--- config.mk ---
export PLATFORM = sky130hd
export DESIGN_NAME = player_action_ctrl
export DESIGN_NICKNAME = d
export VERILOG_FILES = /design/src/rtl/player_action_ctrl.sv
export SDC_FILE = /design/constraint.sdc
export NUM_CORES = 1
export LEC_CHECK = 0
export ABC_AREA = 1
export CAP_MARGIN = 20
export CELL_PAD_IN_SITES_DETAIL_PLACEMENT = 1
export CELL_PAD_IN_SITES_GLOBAL_PLACEMENT = 2
export CORE_AREA = 2 2 61 63
export DETAILED_ROUTE_END_ITERATION = 12
export DIE_AREA = 0 0 63 65
export MAX_ROUTING_LAYER = met4
export PLACE_DENSITY = 0.85
export SYNTH_ARGS = -nofsm -noshare
export SYNTH_HDL_FRONTEND = slang
export SYNTH_SLANG_ARGS = --single-unit
--- constraint.sdc ---
create_clock -name clk -period 2.5 [get_ports clk]
set_clock_uncertainty 0.1 [all_clocks]
set_input_delay 0.25 -clock clk [delete_from_list [all_inputs] [get_ports clk]]
set_output_delay 0.25 -clock clk [all_outputs]
set_load 0.02 [all_outputs]
--- src/rtl/player_action_ctrl.sv ---
// Per-player action sequencer sitting in front of player_move.
// Arbitrates button levels, attack presses and incoming hits into one
// action state, and drives player_move's motion controls from it.
//
//  state    | meaning
//  ---------+---------------------------------------------------------
//  IDLE (0) | standing, no horizontal input
//  WALK (1) | exactly one of left/right held
//  JUMP (2) | jump requested; waiting for or riding out jump_active
//  ATTACK(3)| attack animation, horizontal motion frozen
//  HITSTUN(4)| recoiling from a hit, horizontal motion frozen
module player_action_ctrl #(
    parameter int ATTACK_FRAMES   = 12,
    parameter int HITSTUN_FRAMES  = 20,
    parameter int JUMP_ACK_FRAMES = 4
) (
    input  logic       clk,
    input  logic       rst_n,
    input  logic       frame_tick,
    input  logic       btn_left,
    input  logic       btn_right,
    input  logic       btn_jump,
    input  logic       btn_attack,
    input  logic       hit,
    input  logic       jump_active,
    output logic       move_left,
    output logic       move_right,
    output logic       jump,
    output logic       x_lock,
    output logic       attack_active,
    output logic       hitstun_active,
    output logic [2:0] state
);

    localparam int MAX_AH = (ATTACK_FRAMES > HITSTUN_FRAMES) ? ATTACK_FRAMES : HITSTUN_FRAMES;
    localparam int MAX_F  = (MAX_AH > JUMP_ACK_FRAMES) ? MAX_AH : JUMP_ACK_FRAMES;
    localparam int CW     = $clog2(MAX_F + 1);

    localparam logic [2:0] S_IDLE    = 3'd0;
    localparam logic [2:0] S_WALK    = 3'd1;
    localparam logic [2:0] S_JUMP    = 3'd2;
    localparam logic [2:0] S_ATTACK  = 3'd3;
    localparam logic [2:0] S_HITSTUN = 3'd4;

    logic [CW-1:0] cnt, cnt_nx;
    logic [2:0]    state_nx;
    logic          seen, seen_nx;
    logic          hit_pending;
    logic          prev_jump, prev_attack;
    logic          jp, ap, dir_l, dir_r;
    logic          enter_jump;
    logic          lock_nx, moving_nx;

    // Next-state decision; only committed on frame_tick.
    always_comb begin
        state_nx   = state;
        cnt_nx     = cnt;
        seen_nx    = seen;
        enter_jump = 1'b0;
        jp         = btn_jump & ~prev_jump;
        ap         = btn_attack & ~prev_attack;
        dir_l      = btn_left & ~btn_right;
        dir_r      = btn_right & ~btn_left;
        if (hit_pending) begin
            state_nx = S_HITSTUN;
            cnt_nx   = CW'(HITSTUN_FRAMES);
        end else begin
            case (state)
                S_IDLE, S_WALK: begin
                    if (ap) begin
                        state_nx = S_ATTACK;
                        cnt_nx   = CW'(ATTACK_FRAMES);
                    end else if (jp) begin
                        state_nx   = S_JUMP;
                        cnt_nx     = CW'(JUMP_ACK_FRAMES);
                        seen_nx    = 1'b0;
                        enter_jump = 1'b1;
                    end else if (dir_l | dir_r) begin
                        state_nx = S_WALK;
                    end else begin
                        state_nx = S_IDLE;
                    end
                end
                S_JUMP: begin
                    if (jump_active) begin
                        seen_nx = 1'b1;
                    end else if (seen) begin
                        state_nx = S_IDLE;
                    end else if (cnt <= CW'(1)) begin
                        // player_move never acknowledged the launch
                        state_nx = S_IDLE;
                        cnt_nx   = '0;
                    end else begin
                        cnt_nx = cnt - CW'(1);
                    end
                end
                S_ATTACK, S_HITSTUN: begin
                    if (cnt <= CW'(1)) begin
                        state_nx = S_IDLE;
                        cnt_nx   = '0;
                    end else begin
                        cnt_nx = cnt - CW'(1);
                    end
                end
                default: state_nx = S_IDLE;
            endcase
        end
        lock_nx   = (state_nx == S_ATTACK) | (state_nx == S_HITSTUN);
        moving_nx = (state_nx == S_WALK) | (state_nx == S_JUMP);
    end

    // Hit latch: a pulse on any cycle is held until the next tick consumes it.
    always_ff @(posedge clk or negedge rst_n) begin
        if (!rst_n)          hit_pending <= 1'b0;
        else if (hit)        hit_pending <= 1'b1;
        else if (frame_tick) hit_pending <= 1'b0;
    end

    // State, frame counter and button history advance once per frame.
    always_ff @(posedge clk or negedge rst_n) begin
        if (!rst_n) begin
            state       <= S_IDLE;
            cnt         <= '0;
            seen        <= 1'b0;
            prev_jump   <= 1'b0;
            prev_attack <= 1'b0;
        end else if (frame_tick) begin
            state       <= state_nx;
            cnt         <= cnt_nx;
            seen        <= seen_nx;
            prev_jump   <= btn_jump;
            prev_attack <= btn_attack;
        end
    end

    // Registered outputs; levels hold between ticks, jump is a one-cycle pulse.
    always_ff @(posedge clk or negedge rst_n) begin
        if (!rst_n) begin
            jump           <= 1'b0;
            move_left      <= 1'b0;
            move_right     <= 1'b0;
            x_lock         <= 1'b0;
            attack_active  <= 1'b0;
            hitstun_active <= 1'b0;
        end else begin
            jump <= frame_tick & enter_jump;
            if (frame_tick) begin
                move_left      <= ~lock_nx & moving_nx & dir_l;
                move_right     <= ~lock_nx & moving_nx & dir_r;
                x_lock         <= lock_nx;
                attack_active  <= (state_nx == S_ATTACK);
                hitstun_active <= (state_nx == S_HITSTUN);
            end
        end
    end

endmodule

==> out/qor.log, run 1 <==
qor: cells_and_area.finalNetCount 169
qor: power_and_ir_drop.power.static_leakage 0.652 nW
qor: placement.place.port_buffers 17
qor: critical_path.timing.setup.critical_path_class reg -> out
qor: logic_synthesis.syn_nets 146
qor: power_and_ir_drop.power_density 595 nW/um^2
qor: route.dr.pass1.iters 2
qor: route.vias_per_cell 4.51
qor: grt.largest_net_degree_at_the_start_of_global_routing 19
qor: cts.clock_transition_at_the_register_clock_pins_on_the_worst_setup_and_hold_paths_after_cts 0.12 ns
qor: grt.groute.usage.overall 0.141
qor: grt.grt_pass1_vias 1013
qor: critical_path.critical_path.top_delay_family buffers and inverters
qor: cells_and_area.proportion_of_layout_cells_with_a_drive_suffix_above_1 0.135
qor: critical_path.worstReg2RegStart cnt[1]
qor: floorplanning.core_region_area 3500 um^2
qor: route.topRoutingLayerUsed met4
qor: critical_path.worst_path_buffer_plus_inverter_count 1
qor: placement.finalWeightedCongestion 0.796
qor: floorplanning.die_outline_height 65 um
qor: sta.unrepaired_setup_endpoints_after_global_routing no
qor: critical_path.critical_path.slowest_cell sky130_fd_sc_hd__clkdlybuf4s50_1
qor: cts.clock_tree.htree_level_count 1
qor: cells_and_area.flow.area_growth_from_synthesis 26.5%
qor: critical_path.critPathCaptureType output pin
qor: floorplanning.die-width 63 um
qor: cells_and_area.postLayoutCoreUtil 0.379
qor: route.met1Wirelength 1.10 mm
qor: critical_path.critical_path_required 2.15 ns
qor: cells_and_area.antenna_cells 0
qor: grt.initial_antenna_violation_count 0
qor: sta.final.setup.worst_slack 0.650 ns
qor: logic_synthesis.postSynthCellCount 133
qor: sta.setup-tns-final 0 ns
qor: power_and_ir_drop.vdd_drop_max 0.219 mV
qor: floorplanning.initial_core_utilization 0.300
qor: route.detail_route.wl_per_cell 11.6 um
qor: grt.overflow 0
qor: floorplanning.dieArea 4100 um^2
qor: logic_synthesis.syn_area_per_cell 7.87 um^2
qor: route.detailroute.via_count 916
qor: min_path.timing.hold.worst.class in -> async
qor: route.wl_met3 70 um
qor: cts.post-cts-setup-buffers 0
qor: sta.fin_crit_sh 0.740
qor: floorplanning.rows 22
qor: status.outcome finished, final reports clean
qor: logic_synthesis.ys_ff_latch 18
qor: logic_synthesis.synthDistinctLibCells 26
qor: cts.worst_skew_pair_latency 0.30 ns
qor: critical_path.critical-path-max-stage-delay 0.67 ns
qor: cts.cts_root_buf sky130_fd_sc_hd__clkbuf_4
qor: critical_path.crit_fanout 6
qor: route.drtIter0Drc 52
qor: sta.final-hold-violation-count 0
qor: cts.postCtsResizedCells 0
qor: cts.post_cts_hold_buffer_count 0
qor: critical_path.crit_chain clkdlybuf4s50_1
qor: critical_path.worst-endpoint-arrival 1.50 ns
qor: critical_path.reg2reg_depth 10
qor: placement.placedCellCount 199
qor: route.post_route_drc 0
qor: route.drt_wl_total 2.36 mm
qor: sta.max-slew-margin-rel 0.796
qor: sta.drv_slew 0
qor: sta.setup_viol_count_final 0
qor: cts.numCtsBuffers 3
qor: grt.first_pass_grt_wire_length 4.44 mm
qor: floorplanning.io-pin-count 18
qor: sta.worst_hold_margin 0.167 ns
qor: route.met2WireLength 1.14 mm
qor: sta.min_period 1.85 ns
qor: cts.cts_sinks 18
qor: route.route.antenna.remaining_nets 0
qor: cells_and_area.instances_no_fill 203
qor: cts.cts-root-to-sink-buffers 2
qor: critical_path.reg2reg_to move_right
qor: critical_path.critPathLaunchType flop
qor: cts.tritoncts_clock_tree done
qor: logic_synthesis.synth.yosys.seq_area_share 0.430
qor: logic_synthesis.yosysWarningCount 0
qor: sta.achievable-frequency 541 MHz
qor: placement.detailed_place_hpwl 1.83 mm
qor: job.cap_viol_max_count 0
qor: logic_synthesis.post_synth_instance_area 1050 um^2
qor: sta.tightest_slew 0.306 ns
qor: placement.place_ws 0.614 ns
qor: critical_path.r2r_slack 0.82 ns
[worst max-delay path by stage]
stage,from,cells after the start,end,slack [ns]
after detailed placement,btn_left,11,move_right,0.61
final,state[0],1,state[0],0.65
after CTS,state[0],1,state[0],0.64
after floorplan,cnt[1],10,move_left,1.00
after global routing,state[0],1,state[0],0.59
after global placement,btn_left,11,move_left,0.68
[cell usage after synthesis, drive strengths merged]
cell type,number,area share
clkbuf,1,0.0036
nand3,6,0.029
nor3,4,0.045
o21bai,2,0.014
xor2,2,0.017
o22ai,1,0.0060
inv,20,0.072
o21ai,10,0.051
dfrtp,18,0.43
nand4,3,0.018
a21oi,4,0.019
xnor2,1,0.0084
nand2,45,0.18
nor2,10,0.050
a31oi,1,0.0060
a21boi,1,0.0072
ha,4,0.048
[per-layer routing]
metal  GRT usage  up-vias
li1            -      463
met1       0.171      431
met2       0.235       15
met3      0.0191        7
met4      0.0611        0
met5           -        -
[power breakdown]
group	total [mW]	switching [mW]	leakage [nW]	internal [mW]
sequential	0.355	0.0306	0.227	0.324
clock	0.185	0.0967	0.0210	0.0888
combinational	0.249	0.146	0.404	0.103
total	0.789	0.273	0.652	0.516
[cell families after synthesis]
kind of cell,after synthesis,share of synthesized area
buf+inv,21,0.0753
compound gates,19,0.104
fa+ha+maj,4,0.0478
flops,18,0.430
xor+xnor,3,0.0251
simple gates,68,0.318
[sequential cells by signal, summed over array words and instances (netlist names)]
signal	count
cnt	5
x_lock	1
seen	1
hit_pending	1
state	3
jump	1
move_right	1
prev_jump	1
prev_attack	1
attack_active	1
hitstun_active	1
move_left	1
[layout make-up]
type	instances	area, um^2
clock buffer	4	36.3
multi-input combinational	94	518
inverter	20	75.1
timing repair buffer	19	185
fill	435	2170
tap	48	60.1
sequential	18	450
[through the flow]
step	instance area (um^2)	total power, mW
floorplan	1050	0.530
global placement	1290	0.609
detailed placement	1290	0.613
CTS	1330	0.800
global route	1330	0.860
finish	1330	0.789
[layout by cell type (no fill, tap or decap), types with 2 or more instances in the layout]
master                            count
sky130_fd_sc_hd__o21bai_1             2
sky130_fd_sc_hd__nor2_2               3
sky130_fd_sc_hd__buf_4                2
sky130_fd_sc_hd__nand3_1              6
sky130_fd_sc_hd__o21ai_1              4
sky130_fd_sc_hd__o21ai_0              5
sky130_fd_sc_hd__clkdlybuf4s50_1     17
sky130_fd_sc_hd__dfrtp_1             18
sky130_fd_sc_hd__nand4_1              3
sky130_fd_sc_hd__nor2_1               6
sky130_fd_sc_hd__nand2_2              3
sky130_fd_sc_hd__clkbuf_4             3
sky130_fd_sc_hd__nor3_4               2
sky130_fd_sc_hd__nand2_1             41
sky130_fd_sc_hd__inv_1               17
sky130_fd_sc_hd__a21oi_1              4
sky130_fd_sc_hd__ha_1                 4
sky130_fd_sc_hd__inv_2                3
sky130_fd_sc_hd__xor2_1               2
(Power assumes the default switching activity.)
==> run 2: changes to the inputs <==
--- a/config.mk
+++ b/config.mk
@@ -9,11 +9,11 @@
 export CAP_MARGIN = 20
 export CELL_PAD_IN_SITES_DETAIL_PLACEMENT = 1
 export CELL_PAD_IN_SITES_GLOBAL_PLACEMENT = 2
-export CORE_AREA = 2 2 61 63
+export CORE_AREA = 2 2 64 66
 export DETAILED_ROUTE_END_ITERATION = 12
-export DIE_AREA = 0 0 63 65
+export DIE_AREA = 0 0 66 68
 export MAX_ROUTING_LAYER = met4
-export PLACE_DENSITY = 0.85
+export PLACE_DENSITY = 0.79
 export SYNTH_ARGS = -nofsm -noshare
 export SYNTH_HDL_FRONTEND = slang
 export SYNTH_SLANG_ARGS = --single-unit
==> constraint.sdc (replaced) <==
create_clock -name clk -period 1.9 [get_ports clk]
set_clock_uncertainty 0.1 [all_clocks]
set_input_delay 0.19 -clock clk [delete_from_list [all_inputs] [get_ports clk]]
set_output_delay 0.19 -clock clk [all_outputs]
set_load 0.02 [all_outputs]
==> run 2 against run 1 <==
  * Die area is 9.6% higher
  * Routed wire length rose by 3.2%
  * Critical path depth is the same
  * Worst hold slack got worse by 0.0062 ns
  * Core utilization shrank 3.0 points
  * First-iteration DRC count decreased by 35%
  * Combinational power grew 33%
  * Register-to-register slack worse by 0.60 ns
  * Cell count is 0.99% higher
  * Critical path type unchanged
  * Largest power group unchanged
==> out/qor.log, run 2 (same netlist as run 1, synthesis figures left out) <==
qor: critical_path.worst-path-stages 1 [unchanged]
qor: critical_path.worst_setup_path_startpoint state[0]
qor: cells_and_area.final_cell_area 1350 um^2 [+1.6%]
qor: route.detail_route.wl_per_cell 11.9 um [+2.2%]
qor: placement.place.port_buffers 17 [unchanged]
qor: sta.max-slew-margin-rel 0.796 [about the same]
qor: route.post_route_drc 0 [unchanged]
qor: route.detailroute.via_count 928 [+1.3%]
qor: cells_and_area.flow.area_growth_from_synthesis 28.6%
qor: critical_path.crit_chain clkdlybuf4s50_1
qor: grt.largest_net_degree_at_the_start_of_global_routing 19 [unchanged]
qor: cts.clock_tree.htree_level_count 1 [unchanged]
qor: critical_path.worst-endpoint-arrival 1.42 ns [-0.08 ns]
qor: cells_and_area.finalNetCount 169 [unchanged]
qor: grt.first_pass_grt_wire_length 4.43 mm [-0.16%]
qor: critical_path.crit_fanout 6 [unchanged]
qor: critical_path.worstReg2RegStart cnt[1]
qor: route.topRoutingLayerUsed met4
qor: floorplanning.rows 23 [+4.5%]
qor: route.met1Wirelength 1.10 mm [-0.36%]
qor: cts.clock_transition_at_the_register_clock_pins_on_the_worst_setup_and_hold_paths_after_cts 0.07 ns [-0.05 ns]
qor: cells_and_area.proportion_of_layout_cells_with_a_drive_suffix_above_1 0.135 [unchanged]
qor: power_and_ir_drop.netSwitchingPower 376 uW [+38%]
qor: cts.postCtsResizedCells 0 [unchanged]
qor: critical_path.reg2reg_depth 10 [unchanged]
qor: placement.detailed_place_hpwl 1.89 mm [+3.4%]
qor: critical_path.critPathLaunchType flop
qor: floorplanning.die-width 66 um [+4.8%]
qor: placement.finalWeightedCongestion 0.755 [-5.1%]
qor: critical_path.critical-path-max-stage-delay 0.67 ns [about the same]
qor: sta.unrepaired_setup_endpoints_after_global_routing no
qor: sta.drv_slew 0 [unchanged]
qor: power_and_ir_drop.power.switching_fraction 0.335 [-0.0111]
qor: job.cap_viol_max_count 0 [unchanged]
qor: route.drt_wl_total 2.44 mm [+3.2%]
qor: floorplanning.core_region_area 3860 um^2 [+10%]
qor: floorplanning.dieArea 4490 um^2 [+9.6%]
qor: sta.final-hold-violation-count 0 [unchanged]
qor: critical_path.worst_path_buffer_plus_inverter_count 1 [unchanged]
qor: grt.groute.usage.overall 0.136 [-0.00442]
qor: route.met2WireLength 1.21 mm [+6.5%]
qor: floorplanning.io-pin-count 18 [unchanged]
qor: route.route.antenna.remaining_nets 0 [unchanged]
qor: min_path.timing.hold.worst.class in -> async
qor: critical_path.critical_path.slowest_cell sky130_fd_sc_hd__clkdlybuf4s50_1
qor: cells_and_area.postLayoutCoreUtil 0.349 [-0.0299]
qor: power_and_ir_drop.report.power.total 1.12 mW [+42%]
qor: cts.cts_sinks 18 [unchanged]
qor: power_and_ir_drop.clkPwrFrac 0.290 [+0.055]
qor: floorplanning.die_outline_height 68 um [+4.6%]
qor: grt.initial_antenna_violation_count 0 [unchanged]
qor: power_and_ir_drop.internal_power 747 uW [+45%]
qor: cells_and_area.mostFrequentLayoutCell sky130_fd_sc_hd__nand2_1
qor: cts.worst_skew_pair_latency 0.26 ns [-0.04 ns]
qor: cts.tritoncts_clock_tree done
qor: power_and_ir_drop.share_comb_of_total_power 0.296 [-0.019]
qor: sta.achievable-frequency 583 MHz
qor: cts.cts-root-to-sink-buffers 2 [unchanged]
qor: grt.grt_pass1_vias 1008 [-0.49%]
qor: critical_path.critical_path.top_delay_family buffers and inverters
qor: cells_and_area.max_flop_register cnt
qor: status.outcome finished, final reports clean
qor: power_and_ir_drop.pwr-share-seq 0.414 [-0.036]
qor: critical_path.timing.setup.critical_path_class reg -> out
qor: cts.cts_root_buf sky130_fd_sc_hd__clkbuf_8
qor: sta.setup-tns-final 0 ns [unchanged]
qor: cells_and_area.antenna_cells 0 [unchanged]
qor: placement.postPlaceCellArea 1290 um^2 [+0.19%]
qor: cts.numCtsBuffers 3 [unchanged]
qor: route.dr.pass1.iters 4 [+2]
qor: sta.setup_viol_count_final 0 [unchanged]
qor: route.wl_met3 67 um [-4.3%]
qor: cts.post-cts-setup-buffers 0 [unchanged]
qor: critical_path.critPathCaptureType output pin
qor: cells_and_area.largest_reg_flops 5 [unchanged]
qor: cells_and_area.largest_registers cnt x5, state x3
qor: power_and_ir_drop.power_density 835 nW/um^2 [+40%]
qor: critical_path.critical_path_required 1.61 ns [-0.54 ns]
qor: floorplanning.initial_core_utilization 0.272 [-0.0280]
qor: cells_and_area.final_cell_mix 41 x sky130_fd_sc_hd__nand2_1, 18 x sky130_fd_sc_hd__dfrtp_1, 17 x sky130_fd_sc_hd__inv_1, 17 x sky130_fd_sc_hd__clkdlybuf4s50_1
qor: route.vias_per_cell 4.53 [+0.32%]
qor: sta.tightest_slew 0.307 ns [+0.0000739 ns]
qor: sta.fin_crit_sh 0.902
qor: sta.min_period 1.71 ns
qor: route.drtIter0Drc 34 [-35%]
qor: cts.post_cts_hold_buffer_count 0 [unchanged]
qor: power_and_ir_drop.vdd_drop_max 0.343 mV [+57%]
qor: grt.overflow 0 [unchanged]
qor: power_and_ir_drop.power.static_leakage 0.660 nW [+1.2%]
run 2: final cells by class:
type / count / area [um^2]
Tap cell: 50 / 62.6
Timing Repair Buffer: 19 / 185
Clock buffer: 4 / 55.1
Fill cell: 491 / 2510
Sequential cell: 18 / 450
Inverter: 20 / 75.1
Multi-Input combinational cell: 94 / 518
run 2: power groups by stage:
stage / clock [mW] / combinational [mW] / sequential [mW]
after global routing: 0.350 / 0.382 / 0.474
after global placement: 0 / 0.327 / 0.473
after CTS: 0.343 / 0.339 / 0.466
final: 0.326 / 0.332 / 0.466
after floorplan: 0 / 0.214 / 0.484
after detailed placement: 0 / 0.336 / 0.474
run 2: per-layer routing:
layer / track usage / vias to the layer above
li1: - / 464
met1: 0.162 / 446
met2: 0.227 / 13
met3: 0.0197 / 5
met4: 0.0689 / 0
met5: - / -
run 2: path summary, 6_finish.rpt:
check / slack (ns) / endpoint
worst max-delay path: 0.19 / state[0]
worst min-delay path: 0.16 / cnt[1]
worst min register to register: 0.39 / hitstun_active
max in group asynchronous: 1.33 / move_right
worst max register to register: 0.22 / move_left
min in group clk: 0.39 / hitstun_active
run 2: stage by stage:
| stage | setup WS (ns) | std cells | hold WS [ns] |
|---|---|---|---|
| after floorplan | 0.404 | 133 | -0.206 |
| after global placement | 0.145 | 201 | 0.364 |
| after detailed placement | 0.0931 | 201 | 0.370 |
| after CTS | 0.163 | 205 | 0.169 |
| after global routing | 0.00837 | 205 | 0.185 |
| final | 0.186 | 205 | 0.161 |
